--- config.mk ---
export PLATFORM = sky130hd
export DESIGN_NAME = mem_port_arbiter
export DESIGN_NICKNAME = d
export VERILOG_FILES = /design/src/rtl/mem_arb_pkg.sv /design/src/rtl/arb_pick.sv /design/src/rtl/mem_port_arbiter.sv
export SDC_FILE = /design/constraint.sdc
export NUM_CORES = 1
export LEC_CHECK = 0
export CORE_MARGIN = 3
export CORE_UTILIZATION = 41
export CTS_CLUSTER_SIZE = 30
export DETAILED_ROUTE_END_ITERATION = 12
export GPL_TIMING_DRIVEN = 0
export MAX_ROUTING_LAYER = met4
export PLACE_DENSITY = 0.88
export SYNTH_ARGS = -nofsm -noshare
export SYNTH_HDL_FRONTEND = slang
export SYNTH_SLANG_ARGS = --single-unit
--- constraint.sdc ---
create_clock -name clk -period 3.8 [get_ports clk]
set_input_delay 0.57 -clock clk [delete_from_list [all_inputs] [get_ports clk]]
set_output_delay 0.57 -clock clk [all_outputs]
set_load 0.005 [all_outputs]
--- src/rtl/mem_arb_pkg.sv ---
// Shared definitions for the IF/LS memory port arbiter: FSM state
// encodings, requester IDs and the latency counter width.
package mem_arb_pkg;

    // Latency counter width; bounds MEM_LAT to 1..15.
    localparam int CNT_W = 4;

    typedef enum logic [2:0] {
        IDLE    = 3'd0,
        ISSUE   = 3'd1,
        WAIT    = 3'd2,
        CAPTURE = 3'd3,
        RESP    = 3'd4
    } state_e;

    typedef enum logic {
        OWN_IF = 1'b0,
        OWN_LS = 1'b1
    } owner_e;

endpackage

--- src/rtl/arb_pick.sv ---
// Combinational winner select between the fetch (IF) and load/store (LS)
// requesters. ROUND_ROBIN=0 gives LS fixed priority on a tie; ROUND_ROBIN=1
// gives the tie to whichever requester was not granted last (rr_ptr_i).
module arb_pick
    import mem_arb_pkg::*;
#(
    parameter bit ROUND_ROBIN = 1'b0
) (
    input  logic   if_req_i,
    input  logic   ls_req_i,
    input  owner_e rr_ptr_i,
    output owner_e winner_o,
    output logic   valid_o
);

    // Pick a winner; a single requester always wins, ties follow the mode.
    always_comb begin
        valid_o  = if_req_i | ls_req_i;
        winner_o = OWN_LS;
        if (if_req_i && ls_req_i) begin
            if (ROUND_ROBIN) begin
                winner_o = (rr_ptr_i == OWN_IF) ? OWN_LS : OWN_IF;
            end else begin
                winner_o = OWN_LS;
            end
        end else if (if_req_i) begin
            winner_o = OWN_IF;
        end
    end

endmodule

--- src/rtl/mem_port_arbiter.sv ---
// Shares one single-port memory between the instruction fetch (IF) and
// load/store (LS) requesters. One transaction at a time:
// IDLE -> ISSUE -> WAIT* -> CAPTURE -> RESP -> IDLE, all outputs registered.
// Optional macro MEM_ARB_ROUND_ROBIN_EN: ties alternate between requesters
// instead of LS always winning.
module mem_port_arbiter
    import mem_arb_pkg::*;
#(
    parameter int AW      = 32,
    parameter int DW      = 32,
    parameter int MEM_LAT = 2
) (
    input  logic          clk,
    input  logic          reset,
    input  logic          if_req,
    input  logic [AW-1:0] if_addr,
    output logic          if_gnt,
    output logic          if_rvalid,
    output logic [DW-1:0] if_rdata,
    input  logic          ls_req,
    input  logic          ls_we,
    input  logic [AW-1:0] ls_addr,
    input  logic [DW-1:0] ls_wdata,
    output logic          ls_gnt,
    output logic          ls_rvalid,
    output logic [DW-1:0] ls_rdata,
    output logic          mem_en,
    output logic          mem_we,
    output logic [AW-1:0] mem_addr,
    output logic [DW-1:0] mem_wdata,
    input  logic [DW-1:0] mem_rdata
);

    generate
        if (MEM_LAT < 1 || MEM_LAT > (2 ** CNT_W) - 1) begin : g_lat_check
            $error("mem_port_arbiter: MEM_LAT must be in 1..15");
        end
    endgenerate

    state_e             state_q;
    owner_e             owner_q;
    logic               we_q;
    logic [CNT_W-1:0]   cnt_q;
    logic               if_gnt_q;
    logic               ls_gnt_q;
    logic               if_rvalid_q;
    logic               ls_rvalid_q;
    logic [DW-1:0]      if_rdata_q;
    logic [DW-1:0]      ls_rdata_q;
    logic               mem_en_q;
    logic               mem_we_q;
    logic [AW-1:0]      mem_addr_q;
    logic [DW-1:0]      mem_wdata_q;

    owner_e             rr_ptr;
    owner_e             pick_winner;
    logic               pick_valid;

`ifdef MEM_ARB_ROUND_ROBIN_EN
    localparam bit RR_MODE = 1'b1;
    owner_e rr_q;

    // Remember the last granted requester; reset behaves as if IF went last.
    always_ff @(posedge clk) begin
        if (reset) begin
            rr_q <= OWN_IF;
        end else if (state_q == IDLE && pick_valid) begin
            rr_q <= pick_winner;
        end
    end

    assign rr_ptr = rr_q;
`else
    localparam bit RR_MODE = 1'b0;
    assign rr_ptr = OWN_IF;
`endif

    arb_pick #(
        .ROUND_ROBIN (RR_MODE)
    ) u_pick (
        .if_req_i (if_req),
        .ls_req_i (ls_req),
        .rr_ptr_i (rr_ptr),
        .winner_o (pick_winner),
        .valid_o  (pick_valid)
    );

    // Transaction FSM; every output is set on the edge entering its cycle.
    always_ff @(posedge clk) begin
        if (reset) begin
            state_q     <= IDLE;
            owner_q     <= OWN_IF;
            we_q        <= 1'b0;
            cnt_q       <= '0;
            if_gnt_q    <= 1'b0;
            ls_gnt_q    <= 1'b0;
            if_rvalid_q <= 1'b0;
            ls_rvalid_q <= 1'b0;
            if_rdata_q  <= '0;
            ls_rdata_q  <= '0;
            mem_en_q    <= 1'b0;
            mem_we_q    <= 1'b0;
            mem_addr_q  <= '0;
            mem_wdata_q <= '0;
        end else begin
            // Strobes are single-cycle; address/data only shown during ISSUE.
            if_gnt_q    <= 1'b0;
            ls_gnt_q    <= 1'b0;
            if_rvalid_q <= 1'b0;
            ls_rvalid_q <= 1'b0;
            mem_en_q    <= 1'b0;
            mem_we_q    <= 1'b0;
            mem_addr_q  <= '0;
            mem_wdata_q <= '0;

            case (state_q)
                IDLE: begin
                    if (pick_valid) begin
                        owner_q  <= pick_winner;
                        mem_en_q <= 1'b1;
                        state_q  <= ISSUE;
                        if (pick_winner == OWN_LS) begin
                            ls_gnt_q    <= 1'b1;
                            we_q        <= ls_we;
                            mem_we_q    <= ls_we;
                            mem_addr_q  <= ls_addr;
                            mem_wdata_q <= ls_we ? ls_wdata : '0;
                        end else begin
                            if_gnt_q   <= 1'b1;
                            we_q       <= 1'b0;
                            mem_addr_q <= if_addr;
                        end
                    end
                end
                ISSUE: begin
                    cnt_q   <= CNT_W'(MEM_LAT - 1);
                    state_q <= (MEM_LAT == 1) ? CAPTURE : WAIT;
                end
                WAIT: begin
                    cnt_q <= cnt_q - CNT_W'(1);
                    if (cnt_q == CNT_W'(1)) begin
                        state_q <= CAPTURE;
                    end
                end
                CAPTURE: begin
                    state_q <= RESP;
                    if (owner_q == OWN_LS) begin
                        ls_rdata_q  <= we_q ? '0 : mem_rdata;
                        ls_rvalid_q <= 1'b1;
                    end else begin
                        if_rdata_q  <= mem_rdata;
                        if_rvalid_q <= 1'b1;
                    end
                end
                RESP: begin
                    state_q <= IDLE;
                end
                default: begin
                    state_q <= IDLE;
                end
            endcase
        end
    end

    assign if_gnt    = if_gnt_q;
    assign if_rvalid = if_rvalid_q;
    assign if_rdata  = if_rdata_q;
    assign ls_gnt    = ls_gnt_q;
    assign ls_rvalid = ls_rvalid_q;
    assign ls_rdata  = ls_rdata_q;
    assign mem_en    = mem_en_q;
    assign mem_we    = mem_we_q;
    assign mem_addr  = mem_addr_q;
    assign mem_wdata = mem_wdata_q;

endmodule

==> key figures, run 1 <==
Outcome
  • Status: complete, no violations

Place
  • Dpl cells: 901
  • RePlAce Congestion: 0.868
  • Post-place setup slack: 1.54 ns
  • IO buf count: 266
  • Final HPWL DP: 12.3 mm

Clocking
  • Clk sinks: 143
  • H-tree Lvls: 4
  • CTS Buffer Depth: 2
  • CTS Buf Count: 17
  • Cts repair resizes: 0
  • Setup Buffers After CTS: 0
  • CTS root buffer: clkbuf_16
  • Worst-skew pair later-pin latency: 0.43 ns
  • Worst-path clk slew: 0.06 ns
  • Hold buffer count at cts: 0
  • CTS tree: done

Route
  • Antenna Violating Nets Remaining: 0
  • DR vias: 4658
  • Vias per cell: 4.99
  • Wire per inst: 18.1 um
  • DRT Wirelength: 16.9 mm
  • Drc violations: 0
  • TritonRoute pass-1 iters: 5
  • DRT iter0 DRCs: 294

Synth
  • Post-synth cell types: 44
  • Mean post-synth cell area: 9.82 um2
  • #FFs+latches synth: 143
  • Multiplexer area fraction after synthesis: 0.207%
  • Ys Warns: 0
  • Yosys top cell by area: dfxtp_1
  • Post-Synth Simple-Gate Area: 20.6%
  • Sequential share of the synthesized area: 59.3%
  • Synth Area in XOR/XNOR: 0.181%
  • Post-synthesis cell area: 4830 um2
  • Mapped Cells: 492
  • Main combinational cell family by area after synthesis: simple AND/OR/NAND/NOR gates
  • Synth top area share: 59.3%
  • EDFF count, synth: 0
  • Main synth FF type: dfxtp_1
  • Post-synthesis adder-cell area fraction: 0.518%
  • Top cells by area, synth: dfxtp_1, nand2_1, a21oi_1
  • Ys async rst share: 0%
  • Complex-gate fraction of the synthesized area: 14.5%
  • Post-Syn Nets: 627

Worst hold path
  • Worst Hold Class: register to register

Cells and area
  • Share of layout cells above drive strength 1: 7.47%
  • Area Overhead vs Synth: 72.8%
  • # diodes: 0
  • Non-Filler Instances: 933
  • Fin nets: 912
  • Filler cell count: 798

Setup path
  • Worst path cell trace: clkdlybuf4s50_1
  • Worst path top cell family by delay: buffers and inverters
  • Slowest cell on crit path: clkdlybuf4s50_1
  • Bufs and invs on worst path: 1
  • Crit path DAT: 1.32 ns
  • Worst Setup End Kind: primary output
  • Req. time, crit path: 3.23 ns
  • Worst-path fanout max: 2
  • CP Launch Type: register
  • Crit Path Class: register to primary output
  • Slowest stage delay, CP: 0.54 ns

Floorplan
  • Die area: 13100 um2
  • Die W: 115 um
  • FP Rows: 39
  • Core area: 11500 um2
  • Io pins: 267
  • Initial Util: 42.1%
  • Die extent in y: 115 um

STA
  • Max-slew violation count: 0
  • Final period utilization: 49.7%
  • Tmin final: 1.89 ns
  • Count of final setup violators: 0
  • F_max: 0.530 GHz
  • RSZ-0062 raised after global routing: false
  • Worst slew pin tran: 0.544 ns
  • Worst Slack Setup Final: 1.91 ns
  • Setup Total Neg Slack: 0 ns
  • Final hold vios: 0
  • Clock Skew: 0.0171 ns
  • WHS: 0.450 ns
  • Slew HR: 63.7%

Global route
  • GRT Resource Usage Total: 25.7%
  • Global-route wire length before repair: 25.2 mm
  • Vias in the first global route: 4795
  • GRT overflow: 0
  • Largest net degree at the start of global routing: 17
  • Initial antenna violation count: 0

Power and ir drop
  • Overall power: 4.07 mW
  • Pleak: 3.10 nW
  • Maximum VDD drop: 411 uV
  • PwrDens: 488 nW/um2

Run
  • Max-cap violations: 0
## synth_stat cells (2+ instances only)
master,number
a21oi_1,68
a22o_1,32
and2_1,35
buf_2,19
buf_4,3
clkbuf_1,16
dfxtp_1,143
ha_1,2
inv_1,3
nand2_1,99
nand3b_1,32
nor2_1,3
nor3_1,3
nor4b_1,2
o21ai_0,3
## path summary, 6_finish.rpt
| check | start | end | slack, ns | cells after the start |
|---|---|---|---|---|
| hold / removal | ls_rdata[19] | ls_rdata[19] | 0.45 | 2 |
| hold reg to reg | ls_rdata[19] | ls_rdata[19] | 0.45 | 2 |
| setup reg to reg | state_q[2] | if_rdata[27] | 2.22 | 5 |
| setup / recovery | ls_rdata[25] | ls_rdata[25] | 1.91 | 1 |
## cells in the final DEF, fill, tap and decap left out, types with 2 or more instances in the layout
cell / instances
o21ai_0: 3
nor2_1: 3
bufinv_16: 6
dfxtp_1: 143
ha_1: 2
a21oi_1: 68
a22o_1: 32
nand3b_1: 32
buf_2: 19
nor4b_1: 2
clkinv_2: 3
clkdlybuf4s50_1: 266
inv_6: 2
clkbuf_16: 17
and2_1: 35
nand2_1: 99
inv_1: 3
clkbuf_1: 16
clkinvlp_4: 2
buf_4: 3
clkbuf_8: 2
nor3_1: 3
## area by class of cell
cell class,instances,area [um2],share of cell area (%)
Multi-Input combinational cell,303,1740,20.8
Clock buffer,18,439,5.26
Tap cell,143,179,2.14
Buffer,42,215,2.58
Inverter,4,15.0,0.180
Clock inverter,14,236,2.83
Timing Repair Buffer,266,2660,31.9
Sequential cell,143,2860,34.3
## worst register-to-register path, stage by stage (launching register included)
cell,delay [ns]
dfxtp_1,0.41
nand4bb_1,0.15
buf_2,0.17
clkbuf_1,0.45
nand2_1,0.12
a21oi_1,0.20
## per-layer routing
metal,GRT usage [%],routed length (um)
met1,27.8,6510
met2,44.1,8610
met3,7.93,1300
met4,9.50,457
met5,-,0
## registers in the layout, indices dropped and copies added, names as in the netlist
name and count:
state_q 3, if_rdata 32, we_q 1, mem_we 1, ls_gnt 1, if_rvalid 1
mem_en 1, owner_q 1, ls_rvalid 1, if_gnt 1, ls_rdata 32, mem_wdata 32
cnt_q 4, mem_addr 32
## per-stage QoR
stage / instance area, um2 / util, %
3_3_place_gp: 7670 / 66.9
4_1_cts: 8350 / 72.8
2_1_floorplan: 4830 / -
3_5_place_dp: 7670 / 66.9
6_report: 8350 / 72.8
5_1_grt: 8350 / 72.8
## report_power, final
group | switching, mW | total, mW | internal, mW
logic | 0.209 | 0.544 | 0.335
clock network | 0.659 | 1.91 | 1.25
registers | 0.0395 | 1.62 | 1.58
total | 0.908 | 4.07 | 3.17
## logic make-up (layout without fill, tap and decap cells)
| group | count (synthesis) | count (layout) |
|---|---|---|
| adder cells (fa/ha/maj) | 2 | 2 |
| flip-flops | 143 | 143 |
| buffers and inverters | 46 | 344 |
| XOR/XNOR | 1 | 1 |
| AO/OA/AOI/OAI | 111 | 111 |
| AND/OR/NAND/NOR | 188 | 188 |
| multiplexers | 1 | 1 |
Power figures use the tool's default switching activity.
==> inputs of run 2 (changes only) <==
CORE_UTILIZATION = 35   (was 41)
PLACE_DENSITY = 0.81   (was 0.88)
clock period = 1.7 ns   (was 3.8 ns; I/O delays follow)
==> run 2 against run 1 <==
Effect of this change: wire length down 9.1%; setup slack worse by 1.8 ns; final cell count up 3.5%; non-clock buffer count unchanged; combinational power up 120%; sequential power up 120%; via count down 4.0%; die area up 16%; power up 110%; register-to-register slack worse by 2.1 ns; critical path type unchanged; highest routed layer unchanged.
==> key figures, run 2 (same netlist as run 1, synthesis figures left out) <==
Cells and area
  • Area Overhead vs Synth: 72.4%
  • Leading cell type in the layout, fill and taps excluded: clkdlybuf4s50_1
  • # diodes: 0
  • Final core occ: 62.4%
  • Fin nets: 912
  • Commonest cells after routing, fill and taps aside: clkdlybuf4s50_1, dfxtp_1, nand2_1, a21oi_1, and2_1
  • Non-Filler Instances: 966
  • Fin area: 8330 um2
  • Share of layout cells above drive strength 1: 7.34%

Global route
  • Global-route wire length before repair: 22.6 mm
  • GRT Resource Usage Total: 20.0%
  • GRT overflow: 0
  • Largest net degree at the start of global routing: 17
  • Vias in the first global route: 4364
  • Initial antenna violation count: 0

Setup path
  • Worst path top cell family by delay: buffers and inverters
  • CP Launch Type: register
  • R2R Path End: if_rdata[8]
  • Req. time, crit path: 1.44 ns
  • R2R Setup Slk: 0.15 ns
  • Worst-path fanout max: 2
  • Crit Path Class: register to primary output
  • Worst reg2reg startpoint: state_q[2]
  • Bufs and invs on worst path: 1
  • Worst path cell trace: clkdlybuf4s50_1
  • Slowest stage delay, CP: 0.54 ns
  • Worst Setup End Kind: primary output
  • Slowest cell on crit path: clkdlybuf4s50_1
  • R2R depth: 5
  • Crit path DAT: 1.30 ns

Clocking
  • Clk sinks: 143
  • Setup Buffers After CTS: 0
  • CTS Buffer Depth: 2
  • CTS root buffer: clkbuf_16
  • Worst-path clk slew: 0.06 ns
  • H-tree Lvls: 4
  • CTS Buf Count: 17
  • CTS tree: done
  • Worst-skew pair later-pin latency: 0.41 ns

STA
  • WHS: 0.400 ns
  • Worst slew pin tran: 0.521 ns
  • Worst Slack Setup Final: 0.144 ns
  • Max-slew violation count: 0
  • F_max: 0.643 GHz
  • Final hold vios: 0
  • Clock Skew: 0.00553 ns
  • RSZ-0062 raised after global routing: true
  • Slew HR: 65.3%
  • Final period utilization: 91.5%
  • Tmin final: 1.56 ns
  • Count of final setup violators: 0

Route
  • Drc violations: 0
  • DR vias: 4470
  • Vias per cell: 4.63
  • DRT Wirelength: 15.3 mm
  • TritonRoute pass-1 iters: 4
  • Wire per inst: 15.9 um
  • DRT iter0 DRCs: 198
  • Antenna Violating Nets Remaining: 0

Place
  • IO buf count: 266
  • Dpl cells: 934
  • Post-place setup slack: -0.208 ns
  • RePlAce Congestion: 0.789
  • Area after DPL: 7710 um2
  • Final HPWL DP: 11.6 mm

Power and ir drop
  • PwrDens: 1030 nW/um2
  • Maximum VDD drop: 685 uV
  • Pleak: 3.07 nW

Floorplan
  • Io pins: 267
  • Die W: 123 um
  • Core area: 13300 um2
  • Initial Util: 36.2%
  • Die extent in y: 123 um
  • Die area: 15200 um2
  • FP Rows: 42

Worst hold path
  • WHS Endpoint: mem_wdata[8]
  • Worst Hold Launch: ls_wdata[8]
  • Worst Hold Class: primary input to register
  • Worst hold path depth: 2

Outcome
  • Status: complete, no violations

Run
  • Max-cap violations: 0
[run 2: how the worst max path moves through the flow]
stage                             from             to  depth (start not counted)
after floorplan               cnt_q[0]       cnt_q[3]                          3
after global placement           reset   ls_rdata[31]                          4
after detailed placement         reset   if_rdata[20]                          4
after CTS                   state_q[1]  mem_wdata[23]                          6
after global routing        state_q[2]   if_rdata[29]                          5
final                     ls_rdata[20]   ls_rdata[20]                          1
[run 2: where the power goes]
group | total (mW) | switching, mW | internal, mW
clock | 3.78 | 1.43 | 2.35
sequential | 3.61 | 0.0829 | 3.53
combinational | 1.20 | 0.451 | 0.751
total | 8.60 | 1.96 | 6.64
[run 2: final cells by class]
class	count	area (um2)
Buffer	42	215
Clock inverter	13	163
Fill cell	1104	5020
Sequential cell	143	2860
Multi-Input combinational cell	303	1750
Timing Repair Buffer	266	2660
Inverter	4	15.0
Clock buffer	19	443
Tap cell	176	220
[run 2: stage by stage]
step,setup TNS (ns),total power [mW]
detailed placement,-18.10,4.89
finish,0,8.60
global placement,-17.29,4.87
global route,-0.0675,8.91
floorplan,0,4.14
CTS,0,8.67
[run 2: layer usage]
layer | vias up | wire (um) | global-route usage (%)
li1 | 2241 | - | -
met1 | 2024 | 6230 | 22.5
met2 | 183 | 7350 | 32.6
met3 | 22 | 1440 | 7.18
met4 | 0 | 316 | 7.75
met5 | - | 0 | -
[run 2: what timing repair did]
action,in CTS,in global routing
hold buffers,0,0
resized for setup,0,1
endpoints found under the setup margin,0,15
